File: src/rtl/execute_load_return_pkg.sv
// execute_load_return_pkg: request encodings shared by the LDST address calculator and return path.
package execute_load_return_pkg;

    typedef enum logic [1:0] {
        ORDER_BYTE = 2'd0,
        ORDER_HALF = 2'd1,
        ORDER_WORD = 2'd2,
        ORDER_RSVD = 2'd3
    } order_e;

    typedef enum logic {
        RW_LOAD  = 1'b0,
        RW_STORE = 1'b1
    } rw_e;

    typedef struct packed {
        rw_e        rw;
        order_e     order;
        logic [1:0] shift;
        logic [4:0] destination;
    } req_t;

    localparam int REQ_W = $bits(req_t);

endpackage

File: src/rtl/execute_load_return_fifo.sv
// execute_load_return_fifo: synchronous FIFO with occupancy count and pointer-clearing flush.
module execute_load_return_fifo #(
    parameter int WIDTH   = 8,
    parameter int DEPTH   = 4,
    parameter int DEPTH_N = 2
) (
    input  logic               clk,
    input  logic               rst,
    input  logic               flush,
    input  logic               push,
    input  logic               pop,
    input  logic [WIDTH-1:0]   wdata,
    output logic [WIDTH-1:0]   rdata,
    output logic [DEPTH_N:0]   count
);

    logic [WIDTH-1:0] mem_q [DEPTH];
    logic [WIDTH-1:0] mem_d [DEPTH];
    logic [DEPTH_N-1:0] wr_ptr_q, wr_ptr_d, rd_ptr_q, rd_ptr_d;
    logic [DEPTH_N:0] count_q, count_d;

    assign rdata = mem_q[rd_ptr_q];
    assign count = count_q;

    always_comb begin
        mem_d = mem_q;
        if (push) mem_d[wr_ptr_q] = wdata;
        wr_ptr_d = flush ? '0 : wr_ptr_q + DEPTH_N'(push);
        rd_ptr_d = flush ? '0 : rd_ptr_q + DEPTH_N'(pop);
        count_d  = flush ? '0 : count_q + (DEPTH_N+1)'(push) - (DEPTH_N+1)'(pop);
    end

    always_ff @(posedge clk) begin
        mem_q <= mem_d;
        if (rst) begin
            wr_ptr_q <= '0;
            rd_ptr_q <= '0;
            count_q  <= '0;
        end else begin
            wr_ptr_q <= wr_ptr_d;
            rd_ptr_q <= rd_ptr_d;
            count_q  <= count_d;
        end
    end

endmodule

File: src/rtl/execute_load_return.sv
// execute_load_return: matches in-order LDST responses to tracked requests and
// presents aligned completions to writeback through a one-entry output stage.
module execute_load_return
    import execute_load_return_pkg::*;
#(
    parameter int DEPTH     = 4,
    parameter int P_DEPTH_N = 2
) (
    input  logic        iCLOCK,
    input  logic        iRESET_SYNC,
    input  logic        iFLUSH,
    input  logic        iREQ_VALID,
    output logic        oREQ_BUSY,
    input  logic        iREQ_RW,
    input  logic [1:0]  iREQ_ORDER,
    input  logic [1:0]  iREQ_SHIFT,
    input  logic [4:0]  iREQ_DESTINATION,
    input  logic        iMEM_VALID,
    output logic        oMEM_BUSY,
    input  logic [31:0] iMEM_DATA,
    output logic        oWB_VALID,
    input  logic        iWB_BUSY,
    output logic        oWB_WRITE,
    output logic [4:0]  oWB_DESTINATION,
    output logic [31:0] oWB_DATA,
    output logic        oEMPTY,
    output logic        oERROR
);

    function automatic logic [31:0] align(req_t r, logic [31:0] d);
        if (r.rw == RW_STORE) return '0;
        case (r.order)
            ORDER_BYTE: return {24'b0, 8'(d >> {r.shift, 3'b000})};
            ORDER_HALF: return (r.shift == 2'd0) ? {16'b0, d[15:0]} :
                               (r.shift == 2'd2) ? {16'b0, d[31:16]} : '0;
            ORDER_WORD: return d;
            default:    return '0;
        endcase
    endfunction

    logic [REQ_W-1:0] head_bits;
    req_t head;
    logic [P_DEPTH_N:0] count, discard_q, discard_d;
    logic [P_DEPTH_N+1:0] occupancy;
    logic push, pop, accept, drop, hold, load;
    logic error_q, error_d;
    logic wb_valid_q, wb_valid_d, wb_write_q, wb_write_d;
    logic [4:0] wb_dest_q, wb_dest_d;
    logic [31:0] wb_data_q, wb_data_d;

    execute_load_return_fifo #(
        .WIDTH(REQ_W), .DEPTH(DEPTH), .DEPTH_N(P_DEPTH_N)
    ) u_fifo (
        .clk   (iCLOCK),
        .rst   (iRESET_SYNC),
        .flush (iFLUSH),
        .push  (push),
        .pop   (pop),
        .wdata ({iREQ_RW, iREQ_ORDER, iREQ_SHIFT, iREQ_DESTINATION}),
        .rdata (head_bits),
        .count (count)
    );

    assign head      = req_t'(head_bits);
    assign occupancy = {1'b0, count} + {1'b0, discard_q};
    assign oREQ_BUSY = occupancy >= (P_DEPTH_N+2)'(DEPTH);
    assign oMEM_BUSY = wb_valid_q && iWB_BUSY;
    assign oEMPTY    = (count == '0) && (discard_q == '0);
    assign oERROR    = error_q;
    assign oWB_VALID = wb_valid_q;
    assign oWB_WRITE = wb_write_q;
    assign oWB_DESTINATION = wb_dest_q;
    assign oWB_DATA  = wb_data_q;

    // Discarded responses take priority over live entries so a flushed load never reaches writeback.
    always_comb begin
        accept    = iMEM_VALID && !oMEM_BUSY;
        drop      = accept && (discard_q != '0);
        pop       = accept && (discard_q == '0) && (count != '0);
        push      = iREQ_VALID && !oREQ_BUSY && !iFLUSH;
        discard_d = iFLUSH ? discard_q + count - (P_DEPTH_N+1)'(drop || pop)
                           : discard_q - (P_DEPTH_N+1)'(drop);
        error_d   = error_q || (accept && (discard_q == '0) && (count == '0));
        hold      = wb_valid_q && iWB_BUSY;
        load      = pop && !iFLUSH;
        wb_valid_d = !iFLUSH && (load || hold);
        wb_write_d = iFLUSH ? 1'b0 : load ? (head.rw == RW_LOAD) : hold && wb_write_q;
        wb_dest_d  = iFLUSH ? '0 : load ? head.destination : hold ? wb_dest_q : '0;
        wb_data_d  = iFLUSH ? '0 : load ? align(head, iMEM_DATA) : hold ? wb_data_q : '0;
    end

    always_ff @(posedge iCLOCK) begin
        if (iRESET_SYNC) begin
            discard_q  <= '0;
            error_q    <= 1'b0;
            wb_valid_q <= 1'b0;
            wb_write_q <= 1'b0;
            wb_dest_q  <= '0;
            wb_data_q  <= '0;
        end else begin
            discard_q  <= discard_d;
            error_q    <= error_d;
            wb_valid_q <= wb_valid_d;
            wb_write_q <= wb_write_d;
            wb_dest_q  <= wb_dest_d;
            wb_data_q  <= wb_data_d;
        end
    end

endmodule

File: config.mk
export PLATFORM = sky130hd
export DESIGN_NAME = execute_load_return
export DESIGN_NICKNAME = d
export VERILOG_FILES = /design/src/rtl/execute_load_return_pkg.sv /design/src/rtl/execute_load_return_fifo.sv /design/src/rtl/execute_load_return.sv
export SDC_FILE = /design/constraint.sdc
export NUM_CORES = 1
export LEC_CHECK = 0
export CAP_MARGIN = 5
export CORE_UTILIZATION = 50
export DETAILED_ROUTE_END_ITERATION = 12
export GPL_TIMING_DRIVEN = 0
export HOLD_SLACK_MARGIN = 0.1
export PLACE_DENSITY = 0.78
export SETUP_SLACK_MARGIN = 0.5
export SLEW_MARGIN = 20
export SYNTH_ARGS = -nofsm -noshare
export SYNTH_HDL_FRONTEND = slang
export SYNTH_HIERARCHICAL = 1
export SYNTH_SLANG_ARGS = --single-unit
File: constraint.sdc
create_clock -name iCLOCK -period 3.74 [get_ports iCLOCK]
set_input_delay 0.374 -clock iCLOCK [delete_from_list [all_inputs] [get_ports iCLOCK]]
set_output_delay 0.374 -clock iCLOCK [all_outputs]
set_load 0.1 [all_outputs]
After elaboration in Yosys (flattened, before gate mapping) --
Index checks and enable logic that the tools add are counted.
Storage, ports and cells: bits in registers 90, bits of input ports 48, output and inout port bits 43
Cells by class: $add $sub $neg 8, order comparisons 4, equality and inequality tests 4, shifts and indexed selects 1, muxes and demuxes 18, bitwise logic cells 3, reductions and logical operators 26
Operator list (count):
- $mux 32 | 4
- $pmux 32 s3 | 1
- $bwmux 40 | 1
- $mux 16 | 2
- $shr 32x5->8 | 1
- $mux 10 | 3
- $bmux 10 s2 | 1
- $demux 10 s2 | 1
- $logic_and 1x1->1 | 13
- $mux 5 | 2
- $sub 3x1->3 | 3
- $ge 3x3->1 const B | 2
- $logic_not 3->1 | 2
- $not 2->3 | 2
- $reduce_bool 3->1 | 2
- $add 2x1->2 | 2
- $add 3x3->4 | 1
- $eq 2x2->1 const B | 2
- $ge 4x3->1 const B | 1
- $logic_not 2->1 | 2
- $add 3x1->3 | 1
- $add 3x3->3 | 1
- $logic_not 1->1 | 3
- $logic_or 1x1->1 | 3
- other kinds (7) | 8

Longest topological paths before layout --
Gate-level depths: netlist of the first run.
depth in word-level cells 10, gate-level depth with buffers 12, depth with buffers taken out 12

Modules after synthesis --
Netlist of the first run, hierarchy kept.
Modules (own cells, without submodules):
- execute_load_return | instances 1, cells an instance 252, area an instance 2326.0 sq um
- execute_load_return_fifo | instances 1, cells an instance 84, area an instance 1781.7 sq um

Worst setup path after synthesis of the first run --
OpenSTA, ideal clock, no wires.
path kind register to register, from reg discard_q[2], to reg u_fifo.count_q[2], in the netlist u_fifo/count[2], library setup time 0.078 ns, arrival 3.390 ns, required time 3.662 ns, path slack 0.272 ns, cell stages (with the launch flop) 12, path buffers 0, clock period less this slack 3.468 ns, path through dfxtp_1 -> ha_1 -> nor3_1 -> nand2_1 -> nor3b_1 -> inv_1 -> ha_1 -> inv_1 -> ha_1 -> fa_1 -> xor3_1 -> nor3_1
On the way: word-level cells in the longest chain between the ends 7
RTL lines:
- start, declared | line execute_load_return.sv:43 | logic [P_DEPTH_N:0] count, discard_q, discard_d;
- start signal, assigned | line execute_load_return.sv:101 | discard_q <= discard_d;
- $add 3x3->4 | line execute_load_return.sv:65 | assign occupancy = {1'b0, count} + {1'b0, discard_q};
- $ge 4x3->1 | line execute_load_return.sv:66 | assign oREQ_BUSY = occupancy >= (P_DEPTH_N+2)'(DEPTH);
- via oREQ_BUSY | line execute_load_return.sv:13 | output logic oREQ_BUSY,
- $logic_not 1->1 | line execute_load_return.sv:80 | push = iREQ_VALID && !oREQ_BUSY && !iFLUSH;
- $logic_and 1x1->1 (2 in series) | line execute_load_return.sv:80
- via push | line execute_load_return.sv:45 | logic push, pop, accept, drop, hold, load;
- $add 3x1->3 | line execute_load_return_fifo.sv:30 | count_d = flush ? '0 : count_q + (DEPTH_N+1)'(push) - (DEPTH_N+1)'(pop);
- $sub 3x1->3 | line execute_load_return_fifo.sv:30
- end signal, assigned | line execute_load_return_fifo.sv:42 | count_q <= count_d;
- end, declared | line execute_load_return_fifo.sv:20 | logic [DEPTH_N:0] count_q, count_d;
The timed path passes the listed nets, and every way through them passes these cells. A chain may end at the register's enable or synchronous reset.

Worst setup path after layout of the first run --
from reg discard_q[2], to reg u_fifo.count_q[2], in the netlist u_fifo/count[2]
On the way: word-level cells in the longest chain between the ends 7
RTL lines (line):
- $add 3x3->4 | execute_load_return.sv:65
- $ge 4x3->1 | execute_load_return.sv:66
- $logic_not 1->1 | execute_load_return.sv:80
- $logic_and 1x1->1 (2 in series) | execute_load_return.sv:80
- via push | execute_load_return.sv:45
- $add 3x1->3 | execute_load_return_fifo.sv:30
- $sub 3x1->3 | execute_load_return_fifo.sv:30
The timed path passes the listed nets, and every way through them passes these cells.

==> summary.txt, run 1 <==
Setup path
  • Flop-to-flop setup slack: 720 ps
  • R2R Path End: u_fifo/count[2]
  • R2R cell count: 11
  • Crit Path Max Fanout: 4
  • Slowest cell delay on critical path: 460 ps
  • Crit path DAT: 3290 ps
  • Crit path top cell by count: ha_1
  • Critical path, cell by cell: ha_1 > nor3_1 > nand2_2 > nor3b_2 > inv_1 > ha_1 > inv_1 > ha_1 > fa_1 > xor3_1 > nor3_1
  • CP startpoint kind: flip-flop
  • Worst Setup Path Type: flip-flop to flip-flop
  • CP max stage cell: dfxtp_1
  • CP required: 4010 ps
  • Crit. End Element: flip-flop
  • Critical R2R Launch: discard_q[2]

Route
  • DRT Pass-1 Iters: 4
  • Mean number of vias per cell: approximately 5.6
  • DR vias: ~3,000
  • Drt wl/cell: 16.8 um
  • Antenna viol nets, final: 0
  • DRC viols: 0
  • DR iter-0 viols: 119
  • Routed WL: between 9 and 10 mm

Status
  • Outcome: completed

Synthesis
  • Synth area leaders: edfxtp_1 (29%), dfxtp_1 (24%), mux4_2 (5.5%)
  • Syn nets: 397
  • Netlist cell types: 48
  • Post-Syn Area: 0.00411 mm2
  • Post-synth top area share: 29.2%
  • Most used DFF post-synth: dfxtp_1
  • Post-Syn Instances: 336
  • #FFs+latches synth: 90
  • Synth async-reset ratio: 0%
  • Post-synthesis sequential area ratio: 53.6%
  • Syn Area/Cell: 12.2 um2
  • Dominant cell type by area after synthesis: edfxtp_1
  • Post-synth EDFFs: 40
  • Syn. warnings: 6

Floorplanning
  • Initial core utilization: 52.3%
  • Die ar.: about 0.0086 mm2
  • Cell Rows: 32
  • Height of the die: 92.6 um
  • Core Area: 0.00785 mm2
  • IO Count: 91
  • Die width: 92.6 um

Power and ir drop
  • LEAKAGE: 1.93 nW
  • Total power per unit cell area: 445 mW/mm2
  • Max IR drop VDD: 0.257 mV
  • Total power: 2.38 mW

STA
  • Max Slew Vio Count: 0
  • Final setup fails: 0
  • Slew headroom: 32.9%
  • Final Skew: 10.8 ps
  • Worst hold slack: 456 ps
  • Final Worst Setup Slack: 719 ps
  • Slew of the pin with the lowest slew margin: 1000 ps
  • Final worst path period need: between 3000 and 4000 ps
  • Fin crit share: 80.8%
  • Final setup TNS: 0 ps
  • Final hold violations: 0
  • RSZ-0062 raised after global routing: false
  • Max Freq: 0.331 GHz

Clock network
  • Clock transition at the registers of the reported paths: 90 ps
  • H-tree levels: 3
  • Post-CTS setup repair buffer count: 0
  • CTS tree: done
  • Worst skew pair latency: 350 ps
  • CTS Buf Count: 9
  • Worst-case clock buffer depth: 2
  • Clock tree sinks: 90
  • Post-CTS Hold Buffers: 0
  • Resize count post-CTS: 0
  • Clk root buf: clkbuf_8

Place
  • Gp weighted congestion: 0.907
  • Area after DPL: a little over 0.005 mm2
  • # port buffers: 90
  • Post-Place Setup Slack: 585 ps
  • DP HPWL: 6.90 mm

Flow run
  • Max-cap violations: 0

Final layout
  • Layout Area Growth over Synthesis: 30.1%
  • Post-route cell area: around 0.0053 mm2
  • Ant diodes: 0
  • Share of cells above drive strength 1: 14.0%
  • Fin nets: 500

Worst hold path
  • WHS Endpoint: oWB_DATA[0]
  • Min-delay worst type: flip-flop to flip-flop
  • WHS Path Cells: 2
  • Hold Crit Start: oWB_DATA[0]

GRT
  • GRT Util Overall: 22.4%
  • Vias in the first global route: 2,858
  • First-pass GRT wire length: 14.7 mm
  • Grt total ovfl: 0
  • Antenna violations before repair: 0
  • Largest net degree at the start of global routing: 17
==> cell type report <==
cell class | instances | area, um2
flip-flops and latches | 90 | 2200
clock inverters | 6 | 48.8
clock buffers | 10 | 128
plain buffers | 19 | 138
repair buffers | 92 | 916
fillers | 607 | 2500
inverters | 16 | 60.1
well taps | 102 | 128
multi-input cells | 211 | 1730
==> power breakdown <==
part / total, mW / leakage, nW / internal, mW / switching [mW]
sequential: 1.10 / 0.766 / 1.06 / 0.0370
clock: 0.599 / 0.0848 / 0.249 / 0.350
combinational: 0.679 / 1.08 / 0.273 / 0.406
==> cell usage in the layout, fill, tap and decap left out, types with 5 or more instances in the layout <==
master,n
dfxtp_1,50
mux2i_1,19
a21oi_1,12
nand3b_1,6
o21ai_1,6
clkdlybuf4s50_1,90
o2bb2ai_1,5
a22oi_1,5
inv_1,15
o21ai_0,15
a22o_1,16
a211oi_1,6
mux4_2,10
nand2_1,18
clkbuf_8,9
nor3b_1,6
and2_1,5
nor2_1,27
ha_1,11
edfxtp_1,40
buf_2,10
==> sequential cells by signal (all words and copies together), names as in the netlist <==
name,count
oWB_DATA,32
discard_q,3
oWB_WRITE,1
oERROR,1
u_fifo/mem_q,40
u_fifo/rd_ptr_q,2
u_fifo/count,3
u_fifo/wr_ptr_q,2
oWB_DESTINATION,5
oWB_VALID,1
==> how the worst max path moves through the flow <==
stage                            start               end  slack [ps]
after floorplan           discard_q[2]   u_fifo/count[2]         540
after global placement    discard_q[2]  u_fifo/mem_q[26]         250
after detailed placement  discard_q[2]   u_fifo/count[2]         580
after CTS                 discard_q[2]   u_fifo/count[2]         540
after global routing      discard_q[2]   u_fifo/count[2]         570
final                     discard_q[2]   u_fifo/count[2]         720
==> kinds of logic after synthesis <==
logic type      after synthesis  synth area share (%)
flops                        90                  53.6
simple gates                 86                  12.4
buf+inv                      35                  4.81
fa+ha+maj                    13                  4.33
compound gates               74                  12.2
xor+xnor                      6                  1.64
mux                          32                  10.9
==> per-stage QoR <==
stage	instances	utilization (%)
2_1_floorplan	336	-
4_1_cts	546	68.0
5_1_grt	546	68.1
3_3_place_gp	528	65.5
3_5_place_dp	530	65.8
6_report	546	68.1
==> cell usage after synthesis, types with 4 or more instances <==
cell       count
a22o_1        16
and2_1         5
nand2_1       19
inv_1         15
a21oi_1       12
nor3b_1        8
mux4_2        10
o21ai_1        6
a22oi_1        5
buf_2         10
edfxtp_1      40
nor3_4         4
ha_1          11
mux2i_1       19
nor2_1        27
nor3_1         5
o2bb2ai_1      5
nand3b_1       6
o21ai_0       15
buf_6          4
a211oi_1       6
dfxtp_1       50
==> worst max-delay path, delay by kind of cell (launching register included) <==
kind / cells / cell delay (ps)
flops: 1 / 460
buf+inv: 2 / 210
simple gates: 4 / 760
fa+ha+maj: 4 / 1160
xor+xnor: 1 / 360
==> layer usage <==
metal	up-vias	GRT usage [%]	part of all wire, %
met5	-	0	0
met4	0	7.69	2.0
met3	15	4.02	5.6
met2	98	36.6	48
met1	1475	30.2	45
li1	1450	-	-
(Power assumes the default switching activity.)
==> inputs of run 2 (changes only) <==
==> constraint.sdc (replaced) <==
create_clock -name iCLOCK -period 3 [get_ports iCLOCK]
set_input_delay 0.3 -clock iCLOCK [delete_from_list [all_inputs] [get_ports iCLOCK]]
set_output_delay 0.3 -clock iCLOCK [all_outputs]
set_load 0.1 [all_outputs]
==> run 2 against run 1 <==
Final cell count is 2.2% higher. Wire length grew 8.8%. Setup slack lost 170 ps. Sequential cell count unchanged. Clock power increased by 70%. Critical path depth decreased by 8. Non-clock buffer count is 12 higher. Clock skew rose by 3.9 ps. First-iteration DRC count grew 31%. Hold slack improved by 3.2 ps. Power increased by 44%. Clock-buffer cell count shrank 1.
==> summary.txt, run 2 (synthesized netlist as in run 1, its figures left out) <==
GRT
  • GRT Util Overall: between 20% and 30%
  • First-pass GRT wire length: 15.4 mm
  • Largest net degree at the start of global routing: 17
  • Grt total ovfl: 0
  • Vias in the first global route: approximately 3,100
  • Antenna violations before repair: 0

Power and ir drop
  • Max IR drop VDD: 0.423 mV
  • LEAKAGE: 2.04 nW
  • Total power: ~3.4 mW
  • Total power per unit cell area: 609 mW/mm2

Setup path
  • R2R Path End: discard_q[2]
  • Worst Setup Path Type: flip-flop to primary output
  • Critical path, cell by cell: nor3_4 > and2_4 > dlygate4sd2_1
  • CP required: 2700 ps
  • CP max stage cell: dlygate4sd2_1
  • CP startpoint kind: flip-flop
  • R2R cell count: 10
  • Critical R2R Launch: u_fifo/count[0]
  • Crit Path Max Fanout: 4
  • Crit. End Element: primary output
  • Flop-to-flop setup slack: 550 ps
  • Slowest cell delay on critical path: 850 ps
  • Crit path DAT: 2150 ps

Worst hold path
  • WHS Endpoint: oWB_DATA[6]
  • WHS Path Cells: 2
  • Hold Crit Start: oWB_DATA[6]
  • Min-delay worst type: flip-flop to flip-flop

Route
  • Mean number of vias per cell: 5.62
  • Drt wl/cell: approximately 18 um
  • Routed WL: 10.0 mm
  • DRT Pass-1 Iters: 4
  • DR vias: 3,137
  • Antenna viol nets, final: 0
  • DRC viols: 0
  • DR iter-0 viols: around 160

Floorplanning
  • Core Area: 0.00785 mm2
  • Height of the die: 92.6 um
  • Die width: roughly 90 um
  • Cell Rows: 32
  • Initial core utilization: 52.3%
  • IO Count: 91
  • Die ar.: 0.00858 mm2

Clock network
  • CTS Buf Count: 9
  • Clock tree sinks: 90
  • Post-CTS Hold Buffers: 0
  • Clk root buf: clkbuf_8
  • Clock transition at the registers of the reported paths: 100 ps
  • Worst-case clock buffer depth: 2
  • H-tree levels: 3
  • Worst skew pair latency: 370 ps
  • CTS tree: done

STA
  • Final setup fails: 0
  • Slew headroom: 31.1%
  • Slew of the pin with the lowest slew margin: 1030 ps
  • Max Freq: 0.408 GHz
  • Final setup TNS: 0 ps
  • RSZ-0062 raised after global routing: true
  • Final hold violations: 0
  • Final Skew: 14.7 ps
  • Max Slew Vio Count: 0
  • Final worst path period need: 2450 ps
  • Fin crit share: 81.8%

Place
  • # port buffers: 90
  • Gp weighted congestion: 0.876
  • DP HPWL: 7.03 mm

Final layout
  • Commonest non-fill, non-tap cell in the layout: clkdlybuf4s50_1
  • Fin nets: 512
  • Ant diodes: 0
  • Commonest cells after routing, fill and taps aside: clkdlybuf4s50_1 (87), dfxtp_1 (45), edfxtp_1 (40), nor2_1 (26), mux2i_1 (19)
  • Largest register FFs: 40
  • Layout Area Growth over Synthesis: 37.3%
  • Filler cell count: 562
  • Largest reg by FF count: u_fifo/mem_q
  • Share of cells above drive strength 1: between 20% and 30%

Status
  • Outcome: completed

Flow run
  • Max-cap violations: 0
run 2: timing repair:
item | CTS | global route
setup buffers | 6 | 7
setup endpoints to repair | 20 | 21
resized for setup | 6 | 13
pin swaps | 3 | 8
run 2: per-stage QoR:
stage          std cells  utilization (%)  hold slack (ps)  cell area (um2)  worst slack, ps
6_report             558             71.9              459             5640              547
5_1_grt              558             71.9              480             5640              456
4_1_cts              551             70.3              462             5520              481
3_5_place_dp         529             66.6              448             5230              314
3_3_place_gp         528             66.4              435             5210            0.280
2_1_floorplan        336                -              363             4190              447
run 2: final cells by class:
class	count	area, um2	share of cell area, %
well taps	102	128	2.26
plain buffers	19	138	2.44
flip-flops and latches	90	2220	39.3
clock buffers	9	124	2.20
multi-input cells	211	1850	32.7
repair buffers	104	1000	17.8
inverters	16	60.1	1.06
clock inverters	7	124	2.20
run 2: worst max-delay path by stage:
| stage | depth (start not counted) | startpoint | endpoint |
|---|---|---|---|
| floorplan | 12 | discard_q[1] | u_fifo/count[2] |
| global placement | 5 | iFLUSH | u_fifo/mem_q[36] |
| detailed placement | 10 | iFLUSH | u_fifo/count[2] |
| CTS | 5 | discard_q[1] | oREQ_BUSY |
| global route | 11 | discard_q[2] | u_fifo/count[2] |
| finish | 3 | u_fifo/count[0] | oEMPTY |
run 2: per-layer routing:
layer | wire length [um] | global-route usage, % | up-vias
li1 | - | - | 1473
met1 | 4090 | 29.5 | 1512
met2 | 5010 | 39.9 | 129
met3 | 660 | 4.35 | 23
met4 | 244 | 11.7 | 0
met5 | 0 | 0 | -
run 2: critical path, delay by kind of cell (launching register included):
kind                   cells  cell delay, ps
buffers and inverters      1             850
AND/OR/NAND/NOR            2             510
flip-flops                 1             420
run 2: report_power, final:
part | total [mW] | internal [mW] | switching [mW]
logic | 1.04 | 0.452 | 0.588
registers | 1.37 | 1.33 | 0.0407
clock network | 1.02 | 0.562 | 0.460
total | 3.44 | 2.35 | 1.09
